[src/rtl/knn_topk_select.sv]
`default_nettype none
// ============================================================================
// Module   : knn_topk_select
// Brief    : Streaming top-K smallest-distance selector (insertion shift array)
// Revision : 1.0 - initial release
// ============================================================================
module knn_topk_select #(
    parameter int W      = 16,
    parameter int TYPE_W = 4,
    parameter int K      = 8,
    parameter int CNT_W  = $clog2(K + 1)
) (
    input  logic                  clk,
    input  logic                  rst,
    input  logic                  start,
    input  logic                  in_valid,
    output logic                  in_ready,
    input  logic [W-1:0]          in_dist,
    input  logic [TYPE_W-1:0]     in_type,
    input  logic                  in_last,
    output logic                  out_valid,
    output logic [K*W-1:0]        out_dist,
    output logic [K*TYPE_W-1:0]   out_type,
    output logic [CNT_W-1:0]      out_count
);

    localparam logic [1:0] c_IDLE    = 2'd0;
    localparam logic [1:0] c_COLLECT = 2'd1;
    localparam logic [1:0] c_DONE    = 2'd2;

    logic [1:0]        state_q, state_d;
    logic [W-1:0]      dist_q [K];
    logic [W-1:0]      dist_d [K];
    logic [W-1:0]      src_dist [K];
    logic [TYPE_W-1:0] type_q [K];
    logic [TYPE_W-1:0] type_d [K];
    logic [TYPE_W-1:0] src_type [K];
    logic [K-1:0]      vld_q, vld_d, src_vld;
    logic [K-1:0]      beat, beat_prev;
    logic [CNT_W-1:0]  count_q, count_d;
    logic              accept;

    assign in_ready  = (state_q == c_COLLECT);
    assign out_valid = (state_q == c_DONE);
    assign out_count = count_q;
    // start wins over a same-cycle sample
    assign accept    = in_valid && in_ready && !start;

    generate
        for (genvar i = 0; i < K; i++) begin : g_slot
            assign beat[i] = !vld_q[i] || (in_dist < dist_q[i]);
            if (i == 0) begin : g_head
                assign beat_prev[i] = 1'b0;
                assign src_dist[i]  = in_dist;
                assign src_type[i]  = in_type;
                assign src_vld[i]   = 1'b1;
            end else begin : g_body
                assign beat_prev[i] = !vld_q[i-1] || (in_dist < dist_q[i-1]);
                assign src_dist[i]  = dist_q[i-1];
                assign src_type[i]  = type_q[i-1];
                assign src_vld[i]   = vld_q[i-1];
            end
            assign out_dist[i*W +: W]           = dist_q[i];
            assign out_type[i*TYPE_W +: TYPE_W] = type_q[i];
        end
    endgenerate

    always_comb begin
        state_d = state_q;
        dist_d  = dist_q;
        type_d  = type_q;
        vld_d   = vld_q;
        count_d = count_q;
        if (start) begin
            state_d = c_COLLECT;
            vld_d   = '0;
            count_d = '0;
            for (int i = 0; i < K; i++) begin
                dist_d[i] = '1;
                type_d[i] = '0;
            end
        end else if (accept) begin
            if (in_last) begin
                state_d = c_DONE;
            end
            if (count_q != CNT_W'(K)) begin
                count_d = count_q + 1'b1;
            end
            // Slots beaten along with their lower neighbour shift up; the
            // lowest beaten slot takes the new sample.
            for (int i = 0; i < K; i++) begin
                if (beat[i] && beat_prev[i]) begin
                    dist_d[i] = src_dist[i];
                    type_d[i] = src_type[i];
                    vld_d[i]  = src_vld[i];
                end else if (beat[i]) begin
                    dist_d[i] = in_dist;
                    type_d[i] = in_type;
                    vld_d[i]  = 1'b1;
                end
            end
        end
    end

    always_ff @(posedge clk) begin
        if (rst) begin
            state_q <= c_IDLE;
            vld_q   <= '0;
            count_q <= '0;
            for (int i = 0; i < K; i++) begin
                dist_q[i] <= '1;
                type_q[i] <= '0;
            end
        end else begin
            state_q <= state_d;
            vld_q   <= vld_d;
            count_q <= count_d;
            for (int i = 0; i < K; i++) begin
                dist_q[i] <= dist_d[i];
                type_q[i] <= type_d[i];
            end
        end
    end

endmodule
`default_nettype wire

[config.mk]
export PLATFORM = sky130hd
export DESIGN_NAME = knn_topk_select
export DESIGN_NICKNAME = d
export VERILOG_FILES = /design/src/rtl/knn_topk_select.sv
export SDC_FILE = /design/constraint.sdc
export NUM_CORES = 1
export LEC_CHECK = 0
export CORE_MARGIN = 2
export CORE_UTILIZATION = 57
export CTS_BUF_LIST = sky130_fd_sc_hd__clkbuf_4 sky130_fd_sc_hd__clkbuf_8 sky130_fd_sc_hd__clkbuf_16
export DETAILED_ROUTE_END_ITERATION = 16
export GPL_ROUTABILITY_DRIVEN = 0
export GPL_TIMING_DRIVEN = 0
export PLACE_DENSITY = 0.88
export SYNTH_ARGS = -nofsm -noshare
export SYNTH_HDL_FRONTEND = slang
export SYNTH_SLANG_ARGS = --single-unit
[constraint.sdc]
create_clock -name clk -period 4.3 [get_ports clk]
set_clock_uncertainty 0.1 [all_clocks]
set_input_delay 0.43 -clock clk [delete_from_list [all_inputs] [get_ports clk]]
set_output_delay 0.43 -clock clk [all_outputs]
set_load 0.01 [all_outputs]
Yosys cells after proc, flatten, opt, wreduce, memory -nomap -nowiden. Index checks and enable logic that the tools add are counted.

ROM bits: 0. Output and inout bits: 166. Bits in writable memories: 0. Word-level logic and storage cells: 131. Input port bits: 25. Register bits: 174. Memories kept: 0. Bits in latches: 0.

Add/subtract/negate cells: 1. Reduce and logical (&&, ||, !) cells: 47. Equality and inequality tests: 3. Mux-type cells: 45. $mul: 0. Div/mod/pow operators: 0. Bitwise logic cells: 0. Order comparisons: 8. Shift-type cells: 0.

Operator list (number): 16-bit 2-to-1 mux (14); 16-bit < comparator (8); 4-bit 2-to-1 mux (14); 2-bit AND reduction (11); 2-bit nonzero test (9); 1-bit 2-to-1 mux (17); 1-bit logical AND (9); 1-bit logical NOT (9); 1-bit logical OR (8); 4-bit by 1-bit adder with 4-bit output, second input constant (1); 4-bit != test, second input constant (1); 2-bit by 1-bit == test with 1-bit output, second input constant (1); 2-bit == test, second input constant (1); 2-bit OR reduction (1).

Longest topological paths before layout.
Depth in word-level cells: 5. Mapped depth: 12. Depth with buffers taken out: 9.

Least setup slack after synthesis. Ideal clock, no wire load.

Kind: input-to-reg. From: input in_dist[9]. To: register dist_q (netlist bit out_dist[102]). Setup slack: 1.817 ns. Data arrival time: 2.247 ns. Setup time: 0.135 ns. Stages on the path: 10. Buffers on the path: 2. Data required time: 4.065 ns. Cell sequence: ha_1 a21o_1 a21o_1 a211oi_1 o21a_1 buf_2 o21ai_2 nor2_1 buf_2 a22oi_1.

Cells in the longest elaborated chain, start to end: 5. Elaborated cells between the ends (all ways): 8. Classes of those cells: order compare (2); mux (1); reduce/logical (5).

Ends and longest elaborated chain: from (decl) (RTL line 18) `input logic [W-1:0] in_dist,`; 16-bit < comparator (on tied branches) (RTL line 51, 58); 1-bit logical OR (on tied branches) (RTL line 51, 58); 1-bit logical AND (RTL line 92) `if (beat[i] && beat_prev[i]) begin`; 2-bit nonzero test (no source line); 2-bit AND reduction (no source line); to (signal, indexed assignment) (RTL line 119) `dist_q[i] <= dist_d[i];`; to (decl) (RTL line 32) `logic [W-1:0] dist_q [K];`.

Parallel ways exist; a longest one is shown, timed or not. A chain may end at the register's enable or synchronous reset.

Worst setup path after layout.
From: input in_dist[15]. To: register dist_q (netlist bit out_dist[90]).

Same word-level chain as after synthesis.

==> metrics <==
mean area per synthesized cell=about 8.1 um^2; highest clock rate=262.8 MHz; maxcap violations=0; Max IR drop VDD=between 0.3 and 0.4 mV; Clock power frac=a little under half; PnR worst setup slack=0.4948 ns; final core occ=roughly three quarters; via/cell ratio=6.319; Arrival @ worst endpoint=4.01 ns; pin count of the biggest net entering global routing=17; Num Clock Sinks=about 170; Post-synth EDFFs=0; # nets final=1618; Static Leakage=around 6.2 nW; vias after detailed routing=between 10000 and 15000; Layout Cell Area excl Fill=about 0.013 mm^2; syn nets=1413; wire length per cell=between 20 and 25 um; Setup Crit Path Kind=input pin to flop; switching portion of total power=24.02%; area delta synth->final=27.66%; pre-CTS setup slack=~0.24 ns; minimum period implied by the final worst setup slack=approximately 3.8 ns; CTS resizes=0; NetSw=just over 0.0009 W; CTS root buf=clkbuf_16; Filler cells=1253; Site Rows=48; dominant cell type by area after synthesis=dfxtp_1; synth unique cells=a little under 50; largest cells by area after synthesis=dfxtp_1, ha_1, a21oi_1, mux2i_1, o21ai_0; total gr overflow=0; core area=about 0.017 mm^2; R2R Setup Slk=just over 0.8 ns; post-route ant nets=0; TritonCTS clock tree=built; Pre-antenna DRT Iters=5; RSZ-0062 raised after global routing=no; Max-Slew Margin vs Limit=between 20% and 30%; Reg clk slew, reported paths=roughly 0.07 ns; ant diodes=0; flops & latches, synth=around 170; pwr dens=290.5 mW/mm^2; initial antenna violation count=0; Pint=0.002876 W; Critical Path End Type=flop; Area after DPL=0.01235 mm^2; Tcrit/Tclk final=88.49%; Gate power share=slightly above 9%; H-tree lvl count=4; DRT Wirelength=between 30000 and 40000 um; I/O pin cnt=191; Hold Violations, Final=0; clock tree buffer depth=2; Min-Delay Path Class=input pin to flop; CP required=about 4.5 ns; post-DP HPWL=between 20000 and 30000 um; Seq/Total Area, Yosys=between 30% and 40%; Die X=~140 um; YS warnings=0; setup violators final=0; Mapped Area=roughly 0.010 mm^2; slew of the pin with the lowest slew margin=between 1 and 1.5 ns; Flop pwr share=43.5%; port buffer count=~190; All-Layer GR Usage=between 30 and 40%; Starting Density=between 50% and 60%; number of global-route vias before repair=10411; Worst Path Max Fanout=10; Worst Setup Start Kind=input pin; ys async rst share=0%; Setup TNS Final=0 ns; top-area cell type share of the netlist area=~34%; hold buffers post-CTS=0; outcome=finished, final reports clean; post-CTS setup buffer count=0; layout cells sized above 1=around 4.4%; CTS Buf Count=17; initial DRC count=1302; Die ar.=about 0.019 mm^2; Top FF cell, synth=dfxtp_1; first-pass GRT wire length=roughly 53000 um; clk_lat worst skew=around 0.45 ns; # DRC=0; Gate Count Post-Synth=~1300; pins over their slew limit=0; Die Y=137.8 um
cell usage after synthesis, types with 4 or more instances:
cell,count
nand2_1,67
a2111oi_0,4
nand2b_1,8
clkbuf_1,67
o221ai_1,20
nor3_1,55
dfxtp_1,174
o21ai_0,96
a211oi_1,18
a22oi_1,33
and4_1,7
nand3_1,5
nor2_1,103
nand4_1,5
ha_1,122
a21oi_1,174
inv_1,125
buf_2,21
a21o_1,7
o22ai_1,16
nor2b_1,9
mux2i_1,59
o211ai_1,32
flip-flops by register name, summed over array words and instances, names as in the netlist:
name,count
out_type,32
vld_q,8
state_q,2
out_count,4
out_dist,128
cell usage in the layout (no fill, tap or decap), drive strengths merged, types with 20 or more instances in the layout:
cell type,Yosys,final
a21oi,174,174
a22oi,33,33
buf,26,26
clkbuf,68,89
clkdlybuf4s50,0,186
dfxtp,174,174
ha,122,122
inv,125,125
mux2i,59,59
nand2,67,67
nor2,104,104
nor3,55,55
o211ai,33,33
o21ai,98,98
o221ai,20,20
kinds of logic (layout without fill, tap and decap cells):
logic type               Yosys count  after routing  share of synthesized area [%]
XOR/XNOR                           3              3                         0.2575
flip-flops                       174            174                          34.13
AND/OR/NAND/NOR                  275            275                          12.26
multiplexers                      59             59                          5.787
buffers and inverters            219            437                          8.472
adder cells (fa/ha/maj)          122            122                          14.96
AO/OA/AOI/OAI                    414            414                          24.13
worst paths after layout:
path | cells after the start | from | to
worst max-delay path | 9 | in_dist[15] | out_dist[90]$_SDFFE_PP1P_
worst min-delay path | 3 | in_type[0] | out_type[0]$_SDFFE_PP0P_
worst max register to register | 9 | out_dist[95]$_SDFFE_PP1P_ | out_dist[90]$_SDFFE_PP1P_
worst min register to register | 2 | out_type[12]$_SDFFE_PP0P_ | out_type[12]$_SDFFE_PP0P_
layout make-up:
| type | instances | area, um^2 | share of cell area (%) |
|---|---|---|---|
| plain buffers | 94 | 395.4 | 3.035 |
| repair buffers | 186 | 1862 | 14.29 |
| clock buffers | 21 | 467.9 | 3.592 |
| multi-input cells | 873 | 5857 | 44.96 |
| inverters | 125 | 469.2 | 3.602 |
| flip-flops and latches | 174 | 3483 | 26.74 |
| well taps | 225 | 281.5 | 2.161 |
| clock inverters | 11 | 211.5 | 1.623 |
stage by stage:
step | hold slack (ns) | total power [W] | instances
floorplan | 0.3356 | 0.001852 | 1266
global placement | 0.3511 | 0.001994 | 1677
detailed placement | 0.3749 | 0.002008 | 1677
CTS | 0.3261 | 0.003761 | 1709
global route | 0.3704 | 0.003861 | 1709
finish | 0.3366 | 0.003785 | 1709
power groups by stage:
stage	combinational [W]	sequential [W]	clock, W
floorplan	0.000171	0.00168	0
global placement	0.000313	0.00168	0
detailed placement	0.000328	0.00168	0
CTS	0.000332	0.00164	0.00178
global route	0.000369	0.00165	0.00185
finish	0.000344	0.00165	0.00180
metal layers:
metal,share of wire (%),routed length (um),GRT usage (%),vias to the layer above
li1,-,-,-,4917
met1,38,13020,44.63,5032
met2,46,15790,58.54,707
met3,11,3855,7.432,144
met4,5.6,1937,22.00,0
met5,0,0,0,-
worst max-delay path: stages:
cell,delay (ns)
clkdlybuf4s50_1,0.78
ha_1,0.34
a21oi_1,0.14
o21ai_0,0.15
a2111oi_0,0.94
a31oi_1,0.34
nor2_1,0.45
buf_2,0.31
a22oi_1,0.12
(Power assumes the default switching activity.)
